`config.mk`:
```
export PLATFORM = sky130hd
export DESIGN_NAME = vga_timing_gen
export DESIGN_NICKNAME = d
export VERILOG_FILES = /design/src/rtl/vga_timing_gen.sv
export SDC_FILE = /design/constraint.sdc
export NUM_CORES = 1
export LEC_CHECK = 0
export CAP_MARGIN = 10
export CORE_MARGIN = 2
export CORE_UTILIZATION = 46
export DETAILED_ROUTE_END_ITERATION = 8
export PLACE_DENSITY = 0.73
export SETUP_SLACK_MARGIN = 0.3
export SLEW_MARGIN = 30
export SYNTH_ARGS = -nofsm -noshare
export SYNTH_HDL_FRONTEND = slang
export SYNTH_SLANG_ARGS = --single-unit
export TNS_END_PERCENT = 1
```
`constraint.sdc`:
```
create_clock -name clk -period 2.41 [get_ports clk]
set_clock_uncertainty 0.15 [all_clocks]
set_input_delay 0.482 -clock clk [delete_from_list [all_inputs] [get_ports clk]]
set_output_delay 0.482 -clock clk [all_outputs]
set_load 0.01 [all_outputs]
```
`src/rtl/vga_timing_gen.sv`:
```
// 640x480@60 VGA raster timing: scan counters, active-video flag and active-low syncs.
// Optional macro VGA_TIMING_PRESCALE_EN adds an internal divide-by-4 pixel tick.
module vga_timing_gen #(
  parameter int H_VISIBLE = 640,
  parameter int H_FP      = 16,
  parameter int H_SYNC    = 96,
  parameter int H_BP      = 48,
  parameter int V_VISIBLE = 480,
  parameter int V_FP      = 10,
  parameter int V_SYNC    = 2,
  parameter int V_BP      = 33
) (
  input  logic       clk,
  input  logic       rst,
  output logic [9:0] h_cnt,
  output logic [9:0] v_cnt,
  output logic       valid,
  output logic       hsync,
  output logic       vsync,
  output logic       pixel_tick,
  output logic       frame_start
);
  localparam int H_TOTAL = H_VISIBLE + H_FP + H_SYNC + H_BP;
  localparam int V_TOTAL = V_VISIBLE + V_FP + V_SYNC + V_BP;

  if (H_TOTAL > 1024 || V_TOTAL > 1024) begin : g_bad_total
    $error("vga_timing_gen: H_TOTAL and V_TOTAL must not exceed 1024");
  end

  localparam logic [9:0] H_LAST = 10'(H_TOTAL - 1);
  localparam logic [9:0] V_LAST = 10'(V_TOTAL - 1);

  logic       tick;
  logic [9:0] h_next;
  logic [9:0] v_next;
  logic       valid_next;
  logic       hsync_next;
  logic       vsync_next;

`ifdef VGA_TIMING_PRESCALE_EN
  logic [1:0] prescale;

  always_ff @(posedge clk) begin
    if (rst) prescale <= 2'd0;
    else     prescale <= prescale + 2'd1;
  end

  assign tick = (prescale == 2'd3);
`else
  assign tick = 1'b1;
`endif

  // Raster position after the next tick; outputs are decoded from it so
  // every registered output describes the same pixel.
  always_comb begin
    h_next = h_cnt + 10'd1;
    v_next = v_cnt;
    if (h_cnt == H_LAST) begin
      h_next = 10'd0;
      v_next = (v_cnt == V_LAST) ? 10'd0 : v_cnt + 10'd1;
    end
  end

  always_comb begin
    valid_next = (int'(h_next) < H_VISIBLE) && (int'(v_next) < V_VISIBLE);
    hsync_next = !((int'(h_next) >= H_VISIBLE + H_FP) &&
                   (int'(h_next) <  H_VISIBLE + H_FP + H_SYNC));
    vsync_next = !((int'(v_next) >= V_VISIBLE + V_FP) &&
                   (int'(v_next) <  V_VISIBLE + V_FP + V_SYNC));
  end

  // Reset parks the raster on the last pixel so the first tick lands on (0,0).
  always_ff @(posedge clk) begin
    if (rst) begin
      h_cnt       <= H_LAST;
      v_cnt       <= V_LAST;
      valid       <= 1'b0;
      hsync       <= 1'b1;
      vsync       <= 1'b1;
      pixel_tick  <= 1'b0;
      frame_start <= 1'b0;
    end else begin
      pixel_tick  <= tick;
      frame_start <= tick && (h_next == 10'd0) && (v_next == 10'd0);
      if (tick) begin
        h_cnt <= h_next;
        v_cnt <= v_next;
        valid <= valid_next;
        hsync <= hsync_next;
        vsync <= vsync_next;
      end
    end
  end
endmodule

```
-- Word level (Yosys, flattened, before mapping)
Cells that the tools add are included.
- register bits after elaboration: 25
- bits in latches: 0
- memory bits (writable): 0
- memory bits (read-only): 0
- input port bits: 2
- output and inout port bits: 25
- logic and storage cells: 29
- memories kept: 0
- $add $sub $neg: 2
- multiply operators: 0
- div/mod/pow operators: 0
- magnitude comparators: 6
- equality and inequality tests: 2
- shift-type cells: 0
- multiplexer cells: 4
- bitwise logic cells: 0
- reduce and logical (&&, ||, !) cells: 8
- operators by type and width (cell ; count):
    $mux 10 ; 3
    $add 10x1->10 const B ; 2
    $eq 10x10->1 const B ; 2
    $logic_not 10->1 ; 2
    $lt 10x10->1 const B ; 2
    $lt 10x9->1 const B ; 2
    $ge 10x10->1 const B ; 1
    $ge 10x9->1 const B ; 1
    $logic_and 1x1->1 ; 4
    $logic_not 1->1 ; 2
    $mux 1 ; 1

-- Depth between registers and ports, before layout
- depth after elaboration: 6
- depth in mapped cells: 9
- gate-level depth less buffers: 8

-- Worst setup path after synthesis
No wires, ideal clock.
- path kind: reg-to-reg
- from: reg h_cnt[0]
- to: reg frame_start
- setup time: 0.092 ns
- arrival time: 2.318 ns
- data required time: 2.168 ns
- path slack: -0.150 ns
- stages on the path, launching flop included: 9
- buffers on the path: 1
- clock period less this slack: 2.560 ns
- path through: dfxtp_1 > ha_1 > clkbuf_2 > nand4_4 > or4_4 > nor4_1 > xor2_1 > a211o_1 > nor4_1
- word-level cells in the longest chain between the ends: 4
- elaborated cells between the ends (all ways): 7
- classes of those cells: add/sub (1); eq/ne (1); mux (2); reduce/logical (3)
- ends and longest elaborated chain (element ; RTL line ; source):
    start, declared ; 15 ; output logic [9:0] h_cnt,
    start signal, assigned ; 86 ; h_cnt <= h_next;
    $add 10x1->10 or $eq 10x10->1 (tied branches) ; 56, 58 ;
    $mux 10 ; 58 ; if (h_cnt == H_LAST) begin
    $logic_not 10->1 ; 84 ; frame_start <= tick && (h_next == 10'd0) && (v_next == 10'd0);
    $logic_and 1x1->1 (*) ; 84 ;
    end signal, assigned ; 84 ;
    end, declared ; 21 ; output logic frame_start
Every way passes the cells marked *; elsewhere a longest branch is shown, timed or not.
A chain may end at the register's enable or synchronous reset.

-- Final worst setup path
- from: reg v_cnt[0]
- to: reg frame_start
- word-level cells in the longest chain between the ends: 5
- elaborated cells between the ends (all ways): 6
- classes of those cells: add/sub (1); eq/ne (1); mux (2); reduce/logical (2)
- ends and longest elaborated chain (element ; RTL line ; source):
    start, declared ; 16 ; output logic [9:0] v_cnt,
    start signal, assigned ; 87 ; v_cnt <= v_next;
    $add 10x1->10 or $eq 10x10->1 (tied branches) ; 60 ; v_next = (v_cnt == V_LAST) ? 10'd0 : v_cnt + 10'd1;
    $mux 10 ; 60 ;
    $mux 10 (*) ; 58 ;
    $logic_not 10->1 (*) ; 84 ;
    $logic_and 1x1->1 (*) ; 84 ;
Marks and branches as above.

==> summary.md <==
| Metric | Value |
|---|---|
| Status | `complete, no violations` |
| Remaining Overflow, GRT | `0` |
| Post-Syn Area | `approximately 0.0014 mm2` |
| Leakage Power | `~0.75 nW` |
| Deepest level of the CTS H-tree | `1` |
| Power per cell area | `about 1200 mW/mm2` |
| Dominant cell by count in the synthesized netlist | `dfxtp_1` |
| Final min period | `about 2.3 ns` |
| Gate power share | `0.649` |
| WP data required | `2.52 ns` |
| Crit. End Element | `flip-flop` |
| Footprint of the multi-input gates | `just over 900 um2` |
| Kind of critical path | `reg -> reg` |
| Cell internal pwr | `1.28 mW` |
| Clk_lat worst skew | `0.33 ns` |
| Buf/Inv on CP | `2` |
| Critical Path AT | `roughly 2.4 ns` |
| CTS max path bufs | `2` |
| Final WS setup | `0.105 ns` |
| FFs w/ async S/R, synth | `0` |
| Top post-synthesis cells by area | `dfxtp_1, xnor2_1, nand2_1` |
| Clk root buf | `clkbuf_4` |
| Largest net degree at the start of global routing | `15` |
| Worst vdd ir | `just over 0.7 mV` |
| Actual slew at the worst max-slew pin | `0.453 ns` |
| Sequential area share after synthesis | `0.355` |
| CTS Buf Count | `3` |
| Num rows | `20` |
| First-pass GRT wire length | `about 6000 um` |
| Max-cap violation count | `0` |
| Final period utilization | `0.956` |
| Post-route ant nets | `0` |
| Vias per Instance | `5.79` |
| Clk slew on worst S/H paths | `0.15 ns` |
| Layout cells sized above 1 | `0.244` |
| Setup violations, final | `0` |
| Register area | `514 um2` |
| #FFs+latches synth | `25` |
| Die Height | `just under 60 um` |
| Post-Route Utilization | `0.654` |
| Unrepaired setup endpoints after global routing | `true` |
| Max incr delay on CP | `0.50 ns` |
| Vias | `1425` |
| Synth cell count leaders | `dfxtp_1, nand2_1, nor2_1` |
| Syn Inst Count | `170` |
| Area Growth Syn to Fin | `37.9%` |
| Synth warnings | `0` |
| Uppermost layer routed | `met4` |
| Clock Sinks | `25` |
| Syn Nets | `~180` |
| Critical-path top delay cell | `or4b_4` |
| EDFF count, synth | `0` |
| Dpl cell area | `approximately 0.0018 mm2` |
| Crit path max-delay family | `simple AND/OR/NAND/NOR gates` |
| Number of global-route vias before repair | `roughly 1300` |
| Initial Util | `0.474` |
| Routed length on met3 | `between 150 and 200 um` |
| Final hold vios | `0` |
| Pre-CTS setup slack | `roughly 0.017 ns` |
| Die W | `roughly 59 um` |
| Final nets | `219` |
| CP Launch Type | `flip-flop` |
| Drt total wl | `~3900 um` |
| GRT Total Usage | `0.230` |
| Routability congestion estimate | `slightly above 0.8` |
| Number of diodes | `0` |
| CORE AREA | `between 0.002 and 0.003 mm2` |
| Initial antenna violation count | `0` |
| Primary FF master, synth | `dfxtp_1` |
| Die area | `about 0.0035 mm2` |
| Class of the worst hold path | `reg -> reg` |
| Count of input and output buffers | `26` |
| Synth top area share | `0.355` |
| Design area | `0.00195 mm2` |
| Sw Pwr | `just over 1 mW` |
| DRT Pass-1 Iters | `4` |
| Met2 wire len | `between 1500 and 2000 um` |
| FILL cells | `between 200 and 250` |
| Clock power frac | `0.085` |
| Netlist cell types | `between 40 and 50` |
| Part of the power in registers | `0.266` |
| Ports | `27` |
| CP max FO | `5` |
| Cell taking the most area after synthesis | `dfxtp_1` |
| Max Fclk | `between 0.4 and 0.5 GHz` |
| Remaining DRCs | `0` |
| Post-Syn Area per Cell | `approximately 8.3 um2` |
| Final Max Slew Viols | `0` |
| Met1 Wirelength | `approximately 1700 um` |
| Post-detail-place hpwl | `approximately 2700 um` |
| Iter 0 DRT Violations | `101` |
| TritonCTS clock tree | `yes` |
| Placed cells | `between 200 and 250` |
| WL/cell | `approximately 16 um` |
| Tot Pwr | `between 2 and 2.5 mW` |
| Final std cells w/o fill | `246` |
| CP cell instances | `inv_1 -> ha_1 -> or4b_4 -> nor4_4 -> buf_4 -> o31ai_1 -> or3_1 -> nor4_2` |
| Net Sw Frac | `0.444` |
| Worst rel slew slack | `0.697` |
cells in the final DEF, fill, tap and decap left out, types with 2 or more instances in the layout:
cell type	count
a211o_1	3
a21oi_1	7
and3_1	2
buf_4	20
clkbuf_4	3
clkdlybuf4s50_1	26
dfxtp_1	18
dfxtp_2	5
dfxtp_4	2
ha_1	2
inv_1	8
nand2_1	18
nand2b_1	3
nand3_1	11
nor2_1	14
nor3_1	4
nor3_4	2
nor4_1	2
nor4_2	2
nor4_4	2
o21ai_0	11
o31a_1	2
or3_1	3
xnor2_1	7
xor2_1	5
power groups by stage:
stage | logic, mW | clock network, mW | registers, mW
after CTS | 1.41 | 0.200 | 0.608
after global routing | 1.64 | 0.216 | 0.626
after detailed placement | 1.34 | 0 | 0.615
after global placement | 1.31 | 0 | 0.609
final | 1.50 | 0.196 | 0.613
after floorplan | 0.776 | 0 | 0.680
through the flow:
| stage | hold WS [ns] | TNS (ns) |
|---|---|---|
| global placement | 0.338 | 0 |
| floorplan | 0.341 | -0.0584 |
| finish | 0.378 | 0 |
| global route | 0.384 | -0.0182 |
| CTS | 0.375 | 0 |
| detailed placement | 0.340 | 0 |
worst paths after layout:
check	startpoint	depth (start not counted)	to	slack (ns)
max	v_cnt[0]	8	frame_start	0.10
max reg2reg	v_cnt[0]	8	frame_start	0.10
min reg2reg	h_cnt[0]	1	h_cnt[0]	0.38
min	h_cnt[0]	1	h_cnt[0]	0.38
logic make-up after synthesis:
kind of cell | Yosys count | synth area share
and+or+nand+nor | 77 | 0.308
AOI/OAI and AO/OA | 34 | 0.152
DFF | 25 | 0.355
buffers and inverters | 17 | 0.0700
xor gates and xnor gates | 13 | 0.0807
adders and majority gates | 3 | 0.0266
muxes | 1 | 0.00798
repair_timing:
| action | in CTS | in global routing |
|---|---|---|
| hold buffers | 0 | 0 |
| pin swaps | 5 | 3 |
| endpoints found under the setup margin | 8 | 14 |
| resized for setup | 5 | 14 |
| buffers inserted | 1 | 0 |
worst reg2reg max path, stage by stage, from the launching register on:
cell,delay (ns)
dfxtp_1,0.34
inv_1,0.07
ha_1,0.17
or4b_4,0.50
nor4_4,0.18
buf_4,0.19
o31ai_1,0.07
or3_1,0.32
nor4_2,0.25
routing by layer:
| layer | GRT usage | vias to the layer above |
|---|---|---|
| met5 | 0 | - |
| met4 | 0.0812 | 0 |
| met3 | 0.0262 | 11 |
| met2 | 0.372 | 51 |
| met1 | 0.316 | 672 |
| li1 | - | 691 |
state kept, by name, indices dropped and copies added (netlist names):
register / flops
hsync: 1
h_cnt: 10
frame_start: 1
valid: 1
v_cnt: 10
pixel_tick: 1
vsync: 1
area by class of cell:
class / count / share of cell area
inverter: 9 / 0.0174
clock inverter: 1 / 0.00257
clock buffer: 3 / 0.0116
timing repair buffer: 47 / 0.217
tap: 33 / 0.0212
multi-input combinational: 128 / 0.467
sequential: 25 / 0.264
No activity file was read; power rests on OpenSTA's default activity.
